File: src/rtl/reg_file.sv
// 8 x 8-bit register file, two combinational read ports and one write port behind a one-entry write-back register.
// Define REGFILE_WB_BYPASS_EN to forward the pending write-back data on a read hit instead of raising STALL.
module reg_file (
  input  logic       CLK,
  input  logic       RESET,
  input  logic [7:0] IN,
  input  logic [2:0] INADDRESS,
  input  logic       WRITE,
  input  logic [2:0] OUT1ADDRESS,
  input  logic [2:0] OUT2ADDRESS,
  output logic [7:0] OUT1,
  output logic [7:0] OUT2,
  output logic       STALL,
  output logic       WBVALID
);

  logic [7:0] regs [8];
  logic       wbValid;
  logic [2:0] wbAddr;
  logic [7:0] wbData;
  logic       hit1;
  logic       hit2;

  // Each edge retires the old write-back entry into the array and captures the new write.
  always_ff @(posedge CLK or negedge RESET) begin
    if (!RESET) begin
      for (int i = 0; i < 8; i++) begin
        regs[i] <= 8'h00;
      end
      wbValid <= 1'b0;
      wbAddr  <= 3'd0;
      wbData  <= 8'h00;
    end else begin
      if (wbValid) begin
        regs[wbAddr] <= wbData;
      end
      wbValid <= WRITE;
      if (WRITE) begin
        wbAddr <= INADDRESS;
        wbData <= IN;
      end
    end
  end

  assign hit1    = wbValid && (wbAddr == OUT1ADDRESS);
  assign hit2    = wbValid && (wbAddr == OUT2ADDRESS);
  assign WBVALID = wbValid;

`ifdef REGFILE_WB_BYPASS_EN
  assign OUT1  = hit1 ? wbData : regs[OUT1ADDRESS];
  assign OUT2  = hit2 ? wbData : regs[OUT2ADDRESS];
  assign STALL = 1'b0;
`else
  // Without forwarding the array value is stale on a hit, so the consumer is told to wait.
  assign OUT1  = regs[OUT1ADDRESS];
  assign OUT2  = regs[OUT2ADDRESS];
  assign STALL = hit1 || hit2;
`endif

endmodule

File: config.mk
export PLATFORM = sky130hd
export DESIGN_NAME = reg_file
export DESIGN_NICKNAME = d
export VERILOG_FILES = /design/src/rtl/reg_file.sv
export SDC_FILE = /design/constraint.sdc
export NUM_CORES = 1
export LEC_CHECK = 0
export ABC_CLOCK_PERIOD_IN_PS = 4200
export CAP_MARGIN = 20
export CORE_MARGIN = 3
export CORE_UTILIZATION = 45
export CTS_CLUSTER_SIZE = 10
export DETAILED_ROUTE_END_ITERATION = 7
export PLACE_DENSITY = 0.65
export SLEW_MARGIN = 25
export SYNTH_ARGS = -nofsm -noshare
export SYNTH_HDL_FRONTEND = slang
export SYNTH_SLANG_ARGS = --single-unit
File: constraint.sdc
create_clock -name CLK -period 4.2 [get_ports CLK]
set_input_delay 1.26 -clock CLK [delete_from_list [all_inputs] [get_ports CLK]]
set_output_delay 1.26 -clock CLK [all_outputs]
set_load 0.02 [all_outputs]
==> metrics.md <==
| Metric | Value |
|---|---|
| Run status | `finished clean` |
| Total length of routed wires | `8.248 mm` |
| Post-Synth XOR/XNOR Area | `0.8613%` |
| Root buffer cell | `clkbuf_8` |
| CP max stage cell | `mux4_1` |
| Syn. warnings | `0` |
| Worst endpoint required time | `2.94 ns` |
| Sink Count | `76` |
| Final hold vios | `0` |
| FF+latch area | `0.001902 mm²` |
| Hold Crit Class | `flop to flop` |
| Largest family of logic cells by synthesized area | `multiplexers` |
| Max-Cap Viols | `0` |
| FP Rows | `34` |
| Layout area overhead | `19.32%` |
| Antenna diodes | `0` |
| Initial Util | `46.42%` |
| CTS buffer count | `9` |
| Die Ht | `101.1 µm` |
| #FFs+latches synth | `76` |
| GPL Wtd Cong | `0.7452` |
| Slew margin rel. | `40.31%` |
| Most common cell after layout, fill and taps aside | `mux2_2` |
| Hold-fix buffers, CTS | `0` |
| Post-synth top area cell | `dfrtp_1` |
| Syn nets | `255` |
| Max Slew Vio Count | `0` |
| Fillcell total | `728` |
| Mux share of post-synthesis cell area | `45.77%` |
| Simple-Gate Fraction of Synth Area | `3.414%` |
| RSZ-0062 raised after global routing | `false` |
| Fmax | `0.2417 GHz` |
| Number of port buffers | `37` |
| Die W | `101.1 µm` |
| Post-Synthesis Cells | `235` |
| Nets | `299` |
| Clk_lat worst skew | `0.35 ns` |
| Post-Synth Adder-Cell Area | `0%` |
| Worst Setup End Kind | `output pin` |
| First-pass GRT wire length | `12.88 mm` |
| Clk pin slew, worst setup/hold paths | `0.08 ns` |
| Worst path cell trace | `clkdlybuf4s15_2, bufbuf_16, mux4_1, mux2_2, clkdlybuf4s15_1` |
| Core Area | `0.008763 mm²` |
| Hold Worst Slack | `0.5169 ns` |
| Avg Cell Area, Syn | `17.31 µm²` |
| Vias/cell | `5.847` |
| Share of cells above drive strength 1 | `44.37%` |
| Final ANT Viol Nets | `0` |
| Period minus WS final | `4.138 ns` |
| Die area | `0.01022 mm²` |
| Drt initial violations | `68` |
| Hpwl dp | `5.183 mm` |
| Vias in the first global route | `2303` |
| Cell Area, Synth | `0.004068 mm²` |
| Worst Tran Pin Value | `0.8905 ns` |
| Largest net degree at the start of global routing | `77` |
| I/O pin count | `38` |
| WL/cell | `21.04 µm` |
| Initial antenna violation count | `0` |
| Drt pass-1 iters | `4` |
| CTS max path bufs | `2` |
| CTS tree | `built` |
| GR Overflow Total | `0` |
| Multi-input logic area | `0.002052 mm²` |
| IR drop worst, VDD | `0.2663 mV` |
| CP peak stage delay | `0.54 ns` |
| Largest cells by area after synthesis | `dfrtp_1 (47%), mux2_2 (25%), mux4_1 (20%), buf_12 (0.98%), nor3b_4 (0.92%)` |
| Clock Skew | `0.007088 ns` |
| Post-synthesis compound-gate area fraction | `0.3999%` |
| Critical Path Fanout Max | `8` |
| LEAKAGE | `0.002087 µW` |
| H-tree Lvls | `3` |
| Sequential fraction of the synthesis area | `46.75%` |
| Placement Setup Slack | `-0.4332 ns` |
| Final setup violating endpoints | `0` |
| Crit path kind | `primary input to output pin` |
| Crit path DAT | `2.88 ns` |
| Commonest non-fill, non-tap cells in the layout | `mux2_2 (91), dfrtp_1 (76), mux4_1 (31)` |
| Period utilization | `98.52%` |
| Yosys cell types | `22` |
| Via Count | `2292` |
| Worst setup SP type | `primary input` |
| PwrDens | `550.5 mW/mm²` |
| Synth top area share | `46.75%` |
| GRT Util Overall | `17.24%` |
| DRC | `0` |
| Final worst setup slack | `0.06205 ns` |
power breakdown:
part | leakage, µW | switching, µW | internal (µW)
Combinational | 0.00105 | 288 | 534
Sequential | 0.000910 | 180 | 983
Clock | 0.000127 | 260 | 427
critical path, delay by kind of cell:
kind / cells / cell delay, ns
mux: 2 / 0.81
buf+inv: 3 / 0.79
synth_stat cells:
| library cell | number |
|---|---|
| nor3b_4 | 2 |
| nand4b_1 | 3 |
| buf_4 | 1 |
| mux4_1 | 31 |
| nand4_1 | 1 |
| nor4_1 | 1 |
| mux2_2 | 91 |
| clkbuf_1 | 5 |
| a211oi_1 | 1 |
| buf_6 | 2 |
| buf_2 | 5 |
| dfrtp_1 | 76 |
| nor3_4 | 1 |
| nand2_1 | 3 |
| buf_12 | 2 |
| or2_2 | 1 |
| nor3_2 | 1 |
| xor2_1 | 4 |
| nor3_1 | 1 |
| o31a_1 | 1 |
| nand2b_4 | 1 |
| mux4_2 | 1 |
cells by family after synthesis:
logic type | count (synthesis)
multiplexers | 123
flip-flops | 76
XOR/XNOR | 4
AO/OA/AOI/OAI | 2
buffers and inverters | 15
AND/OR/NAND/NOR | 15
final timing paths:
path                           startpoint       end  slack [ns]  cells past startpoint
max                        OUT2ADDRESS[0]   OUT2[7]        0.06                      5
min                              regs[22]  regs[22]        0.52                      1
max reg2reg                     wbAddr[1]   regs[5]        2.22                      2
min reg2reg                      regs[22]  regs[22]        0.52                      1
max in group asynchronous           RESET   regs[6]        2.81                      1
min in group asynchronous           RESET  regs[63]        0.94                      1
registers in the layout, summed over array words and instances, names as in the netlist:
register,flops
regs,64
wbData,8
wbAddr,3
WBVALID,1
timing repair:
item | 4_1_cts | 5_1_grt
cloned | 1 | 0
buffers inserted | 0 | 0
gates resized for setup | 24 | 6
endpoints found under the setup margin | 17 | 6
area by class of cell:
type	count	share of cell area (%)
timing repair buffer	48	10.60
multi-input combinational	144	42.28
clock buffer	12	3.197
tap	108	2.784
clock inverter	4	1.959
sequential	76	39.19
per-stage QoR:
stage          std cells  power, µW  setup TNS (ns)  util, %  area [µm²]
2_1_floorplan        235       1755               0        -        4068
3_3_place_gp         375       2025          -6.613    52.14        4569
3_5_place_dp         375       2051          -6.714    52.14        4569
4_1_cts              392       2690               0    55.25        4842
5_1_grt              392       2824               0    55.38        4853
6_report             392       2672               0    55.38        4853
layer usage:
metal  up-vias  wire length, µm  track usage (%)
met5         -                0                0
met4         0               48            4.294
met3         4              311            4.775
met2        41             3934            25.96
met1      1210             3954            24.90
li1       1037                -                -
Note: power is estimated with default switching activity, not from simulation.
